[src/rtl/tc_link_sequencer.sv]
// tc_link_sequencer: buffers TC frame bytes from a valid/ready stream and
// serialises them MSB-first onto the three-wire TC link (active, clock, data).
// Each frame is framed by zero lead-in bits, zero trail-out bits and an
// inter-frame gap with the envelope low.
//
// state   | meaning
// --------+-----------------------------------------------------------
// S_IDLE  | link quiet, waiting for a complete frame (or a full FIFO)
// S_LEAD  | envelope high, LeadBits zero bits; first byte popped at end
// S_SHIFT | current byte shifted out bit7..bit0
// S_TRAIL | TrailBits zero bits after the last payload bit
// S_GAP   | envelope low for GapBits bit periods between frames
module tc_link_sequencer #(
  parameter int ClkDiv    = 4,
  parameter int FifoDepth = 16,
  parameter int LeadBits  = 8,
  parameter int TrailBits = 2,
  parameter int GapBits   = 16
) (
  input  logic        clk_i,
  input  logic        rst_i,
  input  logic        en_i,
  input  logic        byte_valid_i,
  output logic        byte_ready_o,
  input  logic [7:0]  byte_data_i,
  input  logic        byte_last_i,
  output logic        tc_active_o,
  output logic        tc_clk_o,
  output logic        tc_data_o,
  output logic        busy_o,
  output logic        underrun_o,
  output logic [15:0] frames_sent_o
);

  localparam int BitPeriod = 2 * ClkDiv;
  localparam int CntW      = (BitPeriod > 2) ? $clog2(BitPeriod) : 1;
  localparam int AddrW     = $clog2(FifoDepth);
  localparam int CountW    = AddrW + 1;

  typedef enum logic [2:0] {
    S_IDLE,
    S_LEAD,
    S_SHIFT,
    S_TRAIL,
    S_GAP
  } state_t;

  state_t state, state_next;

  // FIFO storage and bookkeeping
  logic [8:0]        mem [FifoDepth];
  logic [AddrW-1:0]  wr_ptr, rd_ptr;
  logic [CountW-1:0] count;
  logic [CountW-1:0] pending;
  logic              full, empty;
  logic              push, pop;
  logic [8:0]        head;

  // bit timer and per-state bit counter
  logic [CntW-1:0]   cnt;
  logic [15:0]       bit_cnt;
  logic              bit_end;

  // serialiser
  logic [7:0]        shreg;
  logic              cur_last;
  logic              load;

  logic              start_ok;
  logic              underrun_set;
  logic              frame_done;
  logic              underrun_q;
  logic [15:0]       frames_sent_q;

  assign full         = (count == CountW'(FifoDepth));
  assign empty        = (count == '0);
  assign byte_ready_o = ~full;
  assign push         = byte_valid_i & ~full;
  assign head         = mem[rd_ptr];

  assign bit_end  = (cnt == CntW'(BitPeriod - 1));
  assign start_ok = en_i & ((pending != '0) | full);

  // FIFO storage write; contents need no reset since count gates every read
  always_ff @(posedge clk_i) begin
    if (push) begin
      mem[wr_ptr] <= {byte_last_i, byte_data_i};
    end
  end

  // FIFO pointers, occupancy and count of complete frames held
  always_ff @(posedge clk_i) begin
    if (rst_i) begin
      wr_ptr  <= '0;
      rd_ptr  <= '0;
      count   <= '0;
      pending <= '0;
    end else begin
      if (push) wr_ptr <= wr_ptr + 1'b1;
      if (pop)  rd_ptr <= rd_ptr + 1'b1;
      case ({push, pop})
        2'b10:   count <= count + 1'b1;
        2'b01:   count <= count - 1'b1;
        default: count <= count;
      endcase
      case ({push & byte_last_i, pop & head[8]})
        2'b10:   pending <= pending + 1'b1;
        2'b01:   pending <= pending - 1'b1;
        default: pending <= pending;
      endcase
    end
  end

  // FSM state register
  always_ff @(posedge clk_i) begin
    if (rst_i) state <= S_IDLE;
    else       state <= state_next;
  end

  // next-state, FIFO pop and frame-event decode
  always_comb begin
    state_next   = state;
    pop          = 1'b0;
    load         = 1'b0;
    underrun_set = 1'b0;
    frame_done   = 1'b0;
    case (state)
      S_IDLE: begin
        if (start_ok) state_next = S_LEAD;
      end
      S_LEAD: begin
        if (bit_end && bit_cnt == 16'(LeadBits - 1)) begin
          state_next = S_SHIFT;
          pop        = 1'b1;
          load       = 1'b1;
        end
      end
      S_SHIFT: begin
        if (bit_end && bit_cnt == 16'd7) begin
          if (cur_last) begin
            state_next = S_TRAIL;
          end else if (!empty) begin
            pop  = 1'b1;
            load = 1'b1;
          end else begin
            underrun_set = 1'b1;
            state_next   = S_GAP;
          end
        end
      end
      S_TRAIL: begin
        if (bit_end && bit_cnt == 16'(TrailBits - 1)) begin
          state_next = S_GAP;
          frame_done = 1'b1;
        end
      end
      S_GAP: begin
        // chain straight into the next frame so the gap is exactly GapBits
        if (bit_end && bit_cnt == 16'(GapBits - 1)) begin
          state_next = start_ok ? S_LEAD : S_IDLE;
        end
      end
      default: state_next = S_IDLE;
    endcase
  end

  // bit timer and bit counter, restarted on every state entry
  always_ff @(posedge clk_i) begin
    if (rst_i || state == S_IDLE || state_next != state) begin
      cnt     <= '0;
      bit_cnt <= '0;
    end else begin
      cnt <= bit_end ? '0 : cnt + 1'b1;
      if (bit_end) begin
        if (state == S_SHIFT && bit_cnt == 16'd7) bit_cnt <= '0;
        else                                      bit_cnt <= bit_cnt + 1'b1;
      end
    end
  end

  // shift register: load on pop, shift at the end of each payload bit
  always_ff @(posedge clk_i) begin
    if (rst_i) begin
      shreg    <= '0;
      cur_last <= 1'b0;
    end else if (load) begin
      shreg    <= head[7:0];
      cur_last <= head[8];
    end else if (state == S_SHIFT && bit_end) begin
      shreg <= {shreg[6:0], 1'b0};
    end
  end

  // underrun pulse and completed-frame counter
  always_ff @(posedge clk_i) begin
    if (rst_i) begin
      underrun_q    <= 1'b0;
      frames_sent_q <= '0;
    end else begin
      underrun_q <= underrun_set;
      if (frame_done) frames_sent_q <= frames_sent_q + 16'd1;
    end
  end

  assign tc_active_o   = (state == S_LEAD) || (state == S_SHIFT) || (state == S_TRAIL);
  assign tc_clk_o      = tc_active_o && (cnt >= CntW'(ClkDiv));
  assign tc_data_o     = (state == S_SHIFT) && shreg[7];
  assign busy_o        = (state != S_IDLE);
  assign underrun_o    = underrun_q;
  assign frames_sent_o = frames_sent_q;

endmodule

[config.mk]
export PLATFORM = sky130hd
export DESIGN_NAME = tc_link_sequencer
export DESIGN_NICKNAME = d
export VERILOG_FILES = /design/src/rtl/tc_link_sequencer.sv
export SDC_FILE = /design/constraint.sdc
export NUM_CORES = 1
export LEC_CHECK = 0
export ABC_CLOCK_PERIOD_IN_PS = 9700
export CELL_PAD_IN_SITES_DETAIL_PLACEMENT = 0
export CELL_PAD_IN_SITES_GLOBAL_PLACEMENT = 1
export CORE_MARGIN = 4
export CORE_UTILIZATION = 35
export CTS_CLUSTER_DIAMETER = 120
export DETAILED_ROUTE_END_ITERATION = 6
export GPL_TIMING_DRIVEN = 0
export PLACE_DENSITY = 0.67
export SETUP_SLACK_MARGIN = 0.2
export SLEW_MARGIN = 20
export SYNTH_ARGS = -nofsm -noshare
export SYNTH_HDL_FRONTEND = slang
export SYNTH_SLANG_ARGS = --single-unit
[constraint.sdc]
create_clock -name clk_i -period 9.7 [get_ports clk_i]
set_clock_uncertainty 0.05 [all_clocks]
set_input_delay 2.91 -clock clk_i [delete_from_list [all_inputs] [get_ports clk_i]]
set_output_delay 2.91 -clock clk_i [all_outputs]
set_load 0.05 [all_outputs]
==> out/results.tsv, run 1 <==
metric	value	unit
status	finished, final reports clean	
relSlewSlack	30.20	%
antenna_left	0	
crit_path_end_kind	output pin	
arrival	2890	ps
r2r-end	pending[4]$_SDFFE_PP0P_	
clock-root-buffer	clkbuf_16	
powerDensity	183.5	mW/mm^2
io_buffers	33	
tritoncts	built	
p_leak	3.438	nW
grt_pass1_vias	5339	
yosys_register_bits	214	
wire_per_inst	17.94	um
cp.required	6740	ps
utilization	41.77	%
yosys.area.top_type_share	48.12	%
min_period	5850	ps
cts.path.max_buffers	3	
clkTransAtPathRegs	60	ps
nNetsFinal	728	
synth.distinct_cells	47	
finalHoldViolCount	0	
synthTopCellsByCount	144 x edfxtp_1, 78 x nor2_1, 70 x dfxtp_1, 45 x mux4_2, 29 x a21oi_1	
die_w	168.2	um
diodes	0	
grt_setup_unrepaired	false	
n_fill_cell	2275	
fmax	170.9	MHz
hpwlAfterDp	12960	um
grt_max_degree	18	
postCtsResizedCells	0	
path_max_fanout	9	
holdCritStartpoint	cnt[0]$_SDFF_PP0_	
drc_errors	0	
peakVddDrop	145.3	uV
clock_latency	520	ps
synth_edf_count	144	
coreArea	0.02525	mm^2
syn-num-nets	666	
synth_ff_type	edfxtp_1	
syn_area	0.008986	mm^2
hold_buffers	0	
wl	18670	um
die_h	168.2	um
ioPinCount	35	
drv_cap	0	
setup_viol	0	
cts_max_level	1	
maxSlewViolCount	0	
track_usage	13.17	%
critPathKind	reg2out	
r2r_setup_slack	5560	ps
num_rows	58	
numCtsBuffers	23	
grt-ovfl-total	0	
grt_pass1_wl	29790	um
start_kind	register	
fin_crit_sh	60.31	%
drive_gt1_share	13.08	%
tns	0	ps
start_util	35.58	%
hold_end	cnt[0]$_SDFF_PP0_	
final_cells	1041	
initialDrtViolationCount	397	
reg2reg_depth	11	
num_vias	5329	
area_growth	17.39	%
placed_cells	1000	
hold_depth	1	
worstMarginPinSlew	1047	ps
dieArea	0.02830	mm^2
synth_warnings	0	
ys_seq_area_share	63.71	%
synth_area_per_cell	14.20	um^2
synth.largest_area_cell	edfxtp_1	
post-cts-setup-buffers	0	
antenna_found_initial	0	
place_congestion	0.8021	
yosysMostFrequentCell	edfxtp_1	
postSynthCellCount	633	
cts_num_sinks	214	
first_pass_iters	4	
synth_area_leaders	edfxtp_1 48%, dfxtp_1 16%, mux4_2 11%	
hold_path.class	reg2reg	
viasPerCell	5.119	
synthArstFlopShare	0	%
-- flip-flops by register name, summed over array words and instances (netlist names), 4 cells and up, named ones only --
| name | flops |
|---|---|
| shreg | 8 |
| mem | 144 |
| rd_ptr | 4 |
| bit_cnt | 16 |
| count | 5 |
| wr_ptr | 4 |
| pending | 5 |
| frames_sent_o | 16 |
-- per-layer routing --
metal | wire length [um] | GRT usage, % | up-vias
li1 | - | - | 2526
met1 | 8303 | 18.41 | 2645
met2 | 8878 | 21.77 | 130
met3 | 1133 | 2.395 | 28
met4 | 356 | 2.611 | 0
met5 | 0 | 0 | -
-- report_power, final --
group / total (W) / switching, W / internal (W)
Clock: 0.000888 / 0.000353 / 0.000535
Combinational: 0.0000603 / 0.0000384 / 0.0000219
Sequential: 0.000988 / 0.00000476 / 0.000983
Total: 0.00194 / 0.000396 / 0.00154
-- layout make-up --
cell class / instances / area [um^2] / share of cell area [%]
sequential: 214 / 5725 / 54.28
inverter: 16 / 60.06 / 0.5693
clock inverter: 11 / 146.4 / 1.388
multi-input combinational: 369 / 3083 / 29.23
clock buffer: 30 / 621.8 / 5.895
buffer: 34 / 138.9 / 1.317
timing repair buffer: 37 / 360.3 / 3.416
tap: 330 / 412.9 / 3.914
-- cells by family (layout without fill, tap and decap cells) --
group	after synthesis	after routing	synth area share, %
adders and majority gates	20	20	2.952
buffers and inverters	50	128	2.200
xor gates and xnor gates	32	32	3.119
and+or+nand+nor	190	190	10.51
muxes	58	58	12.73
DFF	214	214	63.71
AOI/OAI and AO/OA	69	69	4.776
-- layout by cell type (no fill, tap or decap), types with 3 or more instances in the layout --
cell / netlist / final
edfxtp_1: 144 / 144
nor2_1: 78 / 78
dfxtp_1: 70 / 70
mux4_2: 45 / 45
clkdlybuf4s50_1: 0 / 33
clkbuf_1: 25 / 30
a21oi_1: 29 / 29
nand2_1: 24 / 24
clkbuf_16: 0 / 23
xnor2_1: 18 / 18
ha_1: 18 / 18
inv_1: 16 / 16
xor2_1: 14 / 14
mux2i_1: 13 / 13
o21ai_0: 12 / 12
nand3_1: 11 / 11
a211oi_1: 11 / 11
or3_1: 10 / 10
nand4_1: 10 / 10
nor3_1: 12 / 8
nor4_1: 8 / 8
or4_1: 7 / 7
and3_1: 7 / 7
buf_1: 6 / 5
a21o_1: 5 / 5
and2_1: 4 / 4
nor3_2: 0 / 4
nor3b_1: 4 / 4
clkinv_1: 0 / 4
buf_4: 0 / 4
nand2b_1: 3 / 3
nor2b_1: 3 / 3
bufinv_16: 0 / 3
-- critical path: stages, from the launching register on --
cell	delay, ps
dfxtp_1	300
clkbuf_1	280
nor3b_1	740
and2_1	240
clkdlybuf4s50_1	810
-- worst max-delay path by stage --
| stage | startpoint | end | slack [ps] | depth (start not counted) |
|---|---|---|---|---|
| after CTS | state[1]$_SDFF_PP0_ | tc_data_o | 3830 | 4 |
| after floorplan | byte_valid_i | pending[4]$_SDFFE_PP0P_ | 4590 | 9 |
| final | state[1]$_SDFF_PP0_ | tc_data_o | 3850 | 4 |
| after global routing | state[1]$_SDFF_PP0_ | tc_data_o | 3650 | 4 |
| after global placement | byte_valid_i | mem[3][7]$_DFFE_PP_ | 3340 | 4 |
| after detailed placement | byte_valid_i | pending[4]$_SDFFE_PP0P_ | 3630 | 10 |
-- stage by stage --
step / total power (W) / hold WS, ps / instance area (um^2) / worst slack [ps]
2_1_floorplan: 0.001039 / 354.3 / 8986 / 4586
3_3_place_gp: 0.001064 / 363.3 / 9729 / 3343
3_5_place_dp: 0.001068 / 380.5 / 9779 / 3634
4_1_cts: 0.001953 / 389.0 / 10550 / 3829
5_1_grt: 0.002002 / 410.0 / 10550 / 3653
6_report: 0.001936 / 385.4 / 10550 / 3850
Power figures use the tool's default switching activity.
==> run 2: changes to the inputs <==
--- a/config.mk
+++ b/config.mk
@@ -5,7 +5,7 @@
 export SDC_FILE = /design/constraint.sdc
 export NUM_CORES = 1
 export LEC_CHECK = 0
-export ABC_CLOCK_PERIOD_IN_PS = 9700
+export ABC_CLOCK_PERIOD_IN_PS = 5500
 export CELL_PAD_IN_SITES_DETAIL_PLACEMENT = 0
 export CELL_PAD_IN_SITES_GLOBAL_PLACEMENT = 1
 export CORE_MARGIN = 4
==> constraint.sdc (replaced) <==
create_clock -name clk_i -period 5.5 [get_ports clk_i]
set_clock_uncertainty 0.05 [all_clocks]
set_input_delay 1.65 -clock clk_i [delete_from_list [all_inputs] [get_ports clk_i]]
set_output_delay 1.65 -clock clk_i [all_outputs]
set_load 0.05 [all_outputs]
==> results of run 2 <==
The final DEF is identical to that of run 1. Status: finished, final reports clean.
Main changes from that run: setup slack after placement 3634 ps -> 693.8 ps; setup slack after layout 3850 ps -> 909.8 ps; register-to-register setup slack 5560 ps -> 1360 ps; total power 0.001936 W -> 0.003414 W; worst IR drop on VDD 145.3 uV -> 256.3 uV
